<file path="src/rtl/coord_sub_arbiter.sv">
// Round-robin arbiter sharing one signed coordinate subtractor among N_REQ requesters.
// Optional build macro COORD_SUB_SAT_EN: saturate instead of wrap when CCX < WCX+1.
module coord_sub_arbiter #(
  parameter int N_REQ = 4,
  parameter int WCX   = 8,
  parameter int CCX   = 8
) (
  input  logic                          clk,
  input  logic                          rst_n,
  input  logic [N_REQ-1:0]              req_valid,
  input  logic [N_REQ-1:0][WCX-1:0]     req_a,
  input  logic [N_REQ-1:0][WCX-1:0]     req_b,
  output logic [N_REQ-1:0]              req_ready,
  output logic                          rsp_valid,
  input  logic                          rsp_ready,
  output logic [$clog2(N_REQ)-1:0]      rsp_id,
  output logic [CCX-1:0]                rsp_diff
);
  localparam int IDW = $clog2(N_REQ);

  logic           rsp_valid_reg;
  logic [IDW-1:0] rsp_id_reg;
  logic [CCX-1:0] rsp_diff_reg;
  logic [IDW-1:0] rr_ptr_reg;
  logic [IDW-1:0] rr_ptr_next;
  logic [IDW-1:0] grant_id;
  logic           grant_any;
  logic           accept;
  logic           xfer;
  logic [WCX-1:0] a_sel;
  logic [WCX-1:0] b_sel;
  logic [CCX-1:0] diff_f;

  // Rotating priority search starting at rr_ptr; depends only on requests, never on rsp_ready.
  always_comb begin
    int idx;
    grant_any = 1'b0;
    grant_id  = '0;
    idx       = 0;
    for (int k = 0; k < N_REQ; k++) begin
      idx = int'(rr_ptr_reg) + k;
      if (idx >= N_REQ) idx = idx - N_REQ;
      if (!grant_any && req_valid[idx]) begin
        grant_any = 1'b1;
        grant_id  = IDW'(idx);
      end
    end
  end

  assign accept      = !rsp_valid_reg || rsp_ready;
  assign xfer        = rst_n && grant_any && accept;
  assign rr_ptr_next = (grant_id == IDW'(N_REQ - 1)) ? '0 : grant_id + 1'b1;
  assign a_sel       = req_a[grant_id];
  assign b_sel       = req_b[grant_id];

  genvar gi;
  generate
    for (gi = 0; gi < N_REQ; gi++) begin : g_ready
      assign req_ready[gi] = xfer && (grant_id == IDW'(gi));
    end

    if (CCX >= WCX + 1) begin : g_ext
      logic signed [WCX:0] d;
      assign d = $signed({a_sel[WCX-1], a_sel}) - $signed({b_sel[WCX-1], b_sel});
      if (CCX == WCX + 1) begin : g_exact
        assign diff_f = d;
      end else begin : g_sext
        assign diff_f = {{(CCX-WCX-1){d[WCX]}}, d};
      end
    end else begin : g_narrow
`ifdef COORD_SUB_SAT_EN
      logic signed [WCX:0]     d;
      logic [WCX-CCX+1:0]      upper;
      logic                    in_range;
      assign d        = $signed({a_sel[WCX-1], a_sel}) - $signed({b_sel[WCX-1], b_sel});
      // Representable exactly when every bit above the result sign bit matches it.
      assign upper    = d[WCX:CCX-1];
      assign in_range = (&upper) || !(|upper);
      assign diff_f   = in_range ? d[CCX-1:0]
                      : d[WCX]   ? {1'b1, {(CCX-1){1'b0}}}
                                 : {1'b0, {(CCX-1){1'b1}}};
`else
      // Low CCX bits of the exact difference equal the low bits of a modular subtract.
      assign diff_f = CCX'(a_sel - b_sel);
`endif
    end
  endgenerate

  always_ff @(posedge clk) begin
    if (!rst_n) begin
      rsp_valid_reg <= 1'b0;
      rsp_id_reg    <= '0;
      rsp_diff_reg  <= '0;
      rr_ptr_reg    <= '0;
    end else if (xfer) begin
      rsp_valid_reg <= 1'b1;
      rsp_id_reg    <= grant_id;
      rsp_diff_reg  <= diff_f;
      rr_ptr_reg    <= rr_ptr_next;
    end else if (rsp_ready) begin
      rsp_valid_reg <= 1'b0;
    end
  end

  assign rsp_valid = rsp_valid_reg;
  assign rsp_id    = rsp_id_reg;
  assign rsp_diff  = rsp_diff_reg;

endmodule

</file>
<file path="config.mk">
export PLATFORM = sky130hd
export DESIGN_NAME = coord_sub_arbiter
export DESIGN_NICKNAME = d
export VERILOG_FILES = /design/src/rtl/coord_sub_arbiter.sv
export SDC_FILE = /design/constraint.sdc
export NUM_CORES = 1
export LEC_CHECK = 0
export BUFFER_PORTS_ARGS = -buffer_cell sky130_fd_sc_hd__buf_2
export CAP_MARGIN = 40
export CORE_MARGIN = 5
export CORE_UTILIZATION = 30
export DETAILED_ROUTE_END_ITERATION = 16
export PLACE_DENSITY_LB_ADDON = 0.12
export SETUP_SLACK_MARGIN = 0.5
export SKIP_LAST_GASP = 1
export SYNTH_ARGS = -nofsm -noshare
export SYNTH_HDL_FRONTEND = slang
export SYNTH_SLANG_ARGS = --single-unit
</file>
<file path="constraint.sdc">
create_clock -name clk -period 4.85 [get_ports clk]
set_input_delay 0.97 -clock clk [delete_from_list [all_inputs] [get_ports clk]]
set_output_delay 0.97 -clock clk [all_outputs]
set_load 0.05 [all_outputs]
</file>
; After elaboration in Yosys (flattened, before gate mapping)
; Cells that the tools add are included.
[totals]
output_inout_bits = 15
input_bits = 71
regBits = 13
[op_classes]
order_cmp = 9
n_addsub = 9
n_eq_ne = 3
n_mux = 31
reduce_logical = 16
[op_table]
columns = cell, n
row1 = $lt 32x4->1 const B, 4
row2 = $mux 32, 4
row3 = $bmux 8 s2, 2
row4 = $mux 8, 2
row5 = $mux 1, 14
row6 = $sub 3x3->4 const B, 3
row7 = $mux 2, 5
row8 = $ge 3x3->1 const B, 3
row9 = $logic_and 1x1->1, 9
row10 = $bmux 1 s2, 4
row11 = $sub 8x8->8, 1
row12 = $add 2x2->3 const B, 2
row13 = $eq 2x2->1 const B, 2
row14 = $logic_not 1->1, 4
row15 = $sub 2x3->4 const B, 1
row16 = $add 2x1->3 const B, 1
row17 = $ge 2x3->1 const B, 1
row18 = $lt 2x3->1 const B, 1
row19 = $add 2x1->2 const B, 1
row20 = $eq 2x1->1 const B, 1
row21 = $logic_not 2->1, 1
row22 = $reduce_bool 2->1, 1
row23 = $logic_or 1x1->1, 1

; Logic depth before layout (Yosys ltp)
[logic_depth]
depth_word = 18
depth_mapped = 17
ltp_nobuf = 16

; Least setup slack after synthesis
; No wires, ideal clock.
[synth_timing]
path_kind = input to register
startpoint = input req_valid[2]
endpoint = register rsp_diff_reg[6], in the netlist rsp_diff[6]
t_arrival_ns = 3.544
setup_slack_ns = 1.183
setup_ns = 0.123
stages = 16
t_required_ns = 4.727
cell_sequence = nor2b_1 -> a221o_1 -> nand2_2 -> inv_2 -> buf_6 -> mux2_2 -> o21ai_0 -> ha_1 -> inv_1 -> fa_1 -> a21o_1 -> a21oi_1 -> o21ai_0 -> a21oi_1 -> xor2_1 -> o21ai_0
[synth_via]
elab_chain_len = 16
elab_cells_between_ends = 33
cone_classes = add/sub (1) / mux (24) / reduce/logical (8)
[synth_lines]
columns = element, line
row1 = from (decl), 10  ; input logic [N_REQ-1:0] req_valid,
row2 = $bmux 1 s2, 43  ; if (!grant_any && req_valid[idx]) begin
row3 = $mux 1 (implied by the code) (2 in a row), 43
row4 = $mux 1, 43
row5 = $logic_not 1->1, 43
row6 = $logic_and 1x1->1, 43
row7 = $mux 1, 43
row8 = $logic_not 1->1, 43
row9 = $logic_and 1x1->1, 43
row10 = $mux 1, 43
row11 = $logic_not 1->1, 43
row12 = $logic_and 1x1->1, 43
row13 = $mux 2, 43
row14 = $bmux 8 s2 (on tied branches), "53, 54"
row15 = $mux 8 (on tied branches), "53, 54"
row16 = $sub 8x8->8, 84  ; assign diff_f = CCX'(a_sel - b_sel);
row17 = to (signal assigned), 98  ; rsp_diff_reg <= diff_f;
row18 = to (decl), 23  ; logic [CCX-1:0] rsp_diff_reg;
; Several ways; a longest one is shown, not always the timed one. The select of a mux whose other input is x is not followed.
; A chain may end at the register's enable or synchronous reset.

; Final worst setup path
[layout_timing]
startpoint = input req_valid[0]
endpoint = register rsp_diff_reg[6], in the netlist rsp_diff[6]
; Same word-level chain as after synthesis.

==> results.sh <==
export IMPL_critical_path_top_delay_family="compound AO/OA/AOI/OAI gates"
export IMPL_cts_hold_buf=0
export IMPL_crit_slowest_cell="fa_1"
export IMPL_hp_class="flip-flop to flip-flop"
export IMPL_min_period_ns=4.00
export IMPL_power_density_nw_per_um2=399
export IMPL_syn_inst=179
export IMPL_grt_pass1_vias=1341
export IMPL_syn_nets=262
export IMPL_nets=344
export IMPL_cts_num_sinks=13
export IMPL_die_w_um=79.1
export IMPL_antenna_found_initial=0
export IMPL_place_gp_congestion=0.766
export IMPL_antenna_cells=0
export IMPL_first_pass_iters=4
export IMPL_worstPathMaxFanout=21
export IMPL_synth_avg_cell_area_sq_um=8.00
export IMPL_critPathArrivalTime_ns=4.10
export IMPL_worst_pin_slew_ns=0.596
export IMPL_clockBufferDepth=2
export IMPL_slew_viol_final=0
export IMPL_clk_pin_slew_ns=0.05
export IMPL_io_buffers=85
export IMPL_clk_latency_ns=0.24
export IMPL_vias_per_cell=4.77
export IMPL_ys_seq_area_share_pct=18.2
export IMPL_placementRows=25
export IMPL_grt_overflow_total=0
export IMPL_synth_seq_cells=13
export IMPL_drive_above_1_share_pct=41.5
export IMPL_peakVddDrop_v=0.000205
export IMPL_grt_pass1_wl_mm=6.25
export IMPL_ys_warn_count=0
export IMPL_start_util_pct=30.5
export IMPL_synth_distinct_cells=38
export IMPL_max_freq_ghz=0.250
export IMPL_tns_ns=0
export IMPL_io_pins=86
export IMPL_required_ns=4.95
export IMPL_max_slew_margin_pct=60.2
export IMPL_finalNonFillerCells=314
export IMPL_crit_type="input pin to flip-flop"
export IMPL_cap_violations=0
export IMPL_rsz0062_at_grt="false"
export IMPL_core_sq_um=4690
export IMPL_wl_mm=4.09
export IMPL_largest_reg_flops=8
export IMPL_status="complete, no violations"
export IMPL_critical_path_startpoint_type="input pin"
export IMPL_syn_area_sq_um=1430
export IMPL_grt_max_degree=34
export IMPL_vias=1497
export IMPL_p_leak_nw=0.980
export IMPL_final_min_period_over_clock_period_pct=82.4
export IMPL_ant_nets=0
export IMPL_crit_chain="buf_2 -> nor2b_1 -> o21bai_1 -> nand2_2 -> inv_2 -> mux2_2 -> o21ai_0 -> ha_1 -> inv_1 -> fa_1 -> a21o_1 -> a21oi_1 -> o21ai_0 -> a21oi_1 -> xor2_1 -> o21ai_0"
export IMPL_wire_per_inst_um=13.0
export IMPL_final_hold_viol_count=0
export IMPL_die_y_um=79.1
export IMPL_die_area_sq_um=6260
export IMPL_drt_iter0_drc=52
export IMPL_cts_resized=0
export IMPL_clock_tree_root_cell="clkbuf_8"
export IMPL_crit_top_cell="o21ai_0"
export IMPL_fin_skew_ns=0.00163
export IMPL_htreeDepth=1
export IMPL_critPathMaxStageDelay_ns=0.40
export IMPL_cts_tree="yes"
export IMPL_grt_usage_pct=12.2
export IMPL_dpl_hpwl_mm=3.44
export IMPL_syn2layout_area_growth_pct=33.9
export IMPL_finalSetupViolations=0
export IMPL_drc=0
export IMPL_dp_cells=310
export IMPL_path_buf_inv=3
export IMPL_cts_buffers=3
export IMPL_post_cts_buffers=0
export IMPL_worstSetupEndpointType="flip-flop"
## cells in the mapped netlist
cell type  number  area (sq um)
a21boi_0        2          15.0
buf_2           3          15.0
ha_1           11           138
inv_2           2          7.51
fa_1            1          20.0
nor2_1          9          33.8
nand2b_1        1          6.26
and3_1          2          12.5
nand3_1        10          50.1
o21ai_0        16          80.1
or2b_1          1          7.51
o211ai_2        1          12.5
mux2_2         14           158
or3_1           1          6.26
a21o_1          1          7.51
nor4_1          1          6.26
nand2_1        16          60.1
xor2_1          3          26.3
o211a_1         2          20.0
dfxtp_1        13           260
a21oi_1        12          60.1
o211ai_1        1          7.51
a211o_1         2          17.5
nand2_2         2          12.5
mux2i_1        15           150
or4_1           2          15.0
nor3b_1         1          7.51
nor3_1          1          5.00
a211oi_1        1          7.51
clkbuf_1        3          11.3
buf_6           3          33.8
a221o_1         1          10.0
nor2b_1         6          37.5
nand4_1         1          6.26
and2_1          7          43.8
o21bai_1        1          7.51
xnor2_1         4          35.0
inv_1           6          22.5
## worst min-delay path, delay by kind of cell, from the launching register on
kind	cells	cell delay, ns
DFF	1	0.31
and+or+nand+nor	2	0.11
## report_power, final
part	leakage [nW]	switching, mW	internal (mW)
Clock	0.0228	0.0381	0.0580
Sequential	0.108	0.0169	0.136
Combinational	0.850	0.311	0.206
Total	0.980	0.366	0.400
## routing by layer
metal / routed length (um) / GRT usage [%] / up-vias
met5: 0 / 0 / -
met4: 17 / 2.06 / 0
met3: 285 / 3.06 / 4
met2: 1900 / 19.4 / 39
met1: 1890 / 16.9 / 658
li1: - / - / 796
## cell usage in the layout (no fill, tap or decap), types with 2 or more instances in the layout
cell and instances:
o21ai_0 16, a21oi_1 12, a21boi_0 2, and2_1 7
mux2_2 14, nand2_1 16, nor2_1 9, or4_1 2
mux2i_1 15, inv_1 6, clkbuf_8 3, nor2b_1 6
nand3_1 10, xor2_1 3, ha_1 11, buf_2 85
o211a_1 2, a211o_1 2, and3_1 2, inv_2 2
nand2_2 2, dfxtp_1 13, xnor2_1 4
## kinds of logic (layout without fill, tap and decap cells)
group                    Yosys count  in the layout  share of synthesized area [%]
adder cells (fa/ha/maj)           12             12                           11.0
XOR/XNOR                           7              7                           4.28
buffers and inverters             17             98                           6.29
AO/OA/AOI/OAI                     40             40                           17.1
flip-flops                        13             13                           18.2
multiplexers                      29             29                           21.5
AND/OR/NAND/NOR                   61             61                           21.7
## through the flow
| stage | area [sq um] | worst slack (ns) | util [%] | hold slack [ns] | power, mW |
|---|---|---|---|---|---|
| 2_1_floorplan | 1430 | 1.18 | - | 0.479 | 0.564 |
| 3_3_place_gp | 1870 | 0.591 | 39.9 | 0.449 | 0.681 |
| 3_5_place_dp | 1870 | 0.572 | 39.9 | 0.456 | 0.679 |
| 4_1_cts | 1920 | 0.803 | 40.9 | 0.463 | 0.778 |
| 5_1_grt | 1920 | 0.571 | 40.9 | 0.490 | 0.834 |
| 6_report | 1920 | 0.851 | 40.9 | 0.455 | 0.766 |
## worst paths after layout
check                     start     endpoint  slack [ns]  cells past startpoint
setup reg to reg  rr_ptr_reg[1]  rsp_diff[6]        1.30                     15
hold / removal      rsp_diff[1]  rsp_diff[1]        0.45                      2
setup / recovery   req_valid[0]  rsp_diff[6]        0.85                     16
hold reg to reg     rsp_diff[1]  rsp_diff[1]        0.45                      2
## area by class of cell
| class | count | area [sq um] |
|---|---|---|
| clock buffer | 4 | 45.0 |
| multi-input combinational | 149 | 1080 |
| inverter | 8 | 30.0 |
| fill | 505 | 2770 |
| tap | 54 | 67.6 |
| sequential | 13 | 260 |
| timing repair buffer | 86 | 433 |
No activity file was read; power rests on OpenSTA's default activity.
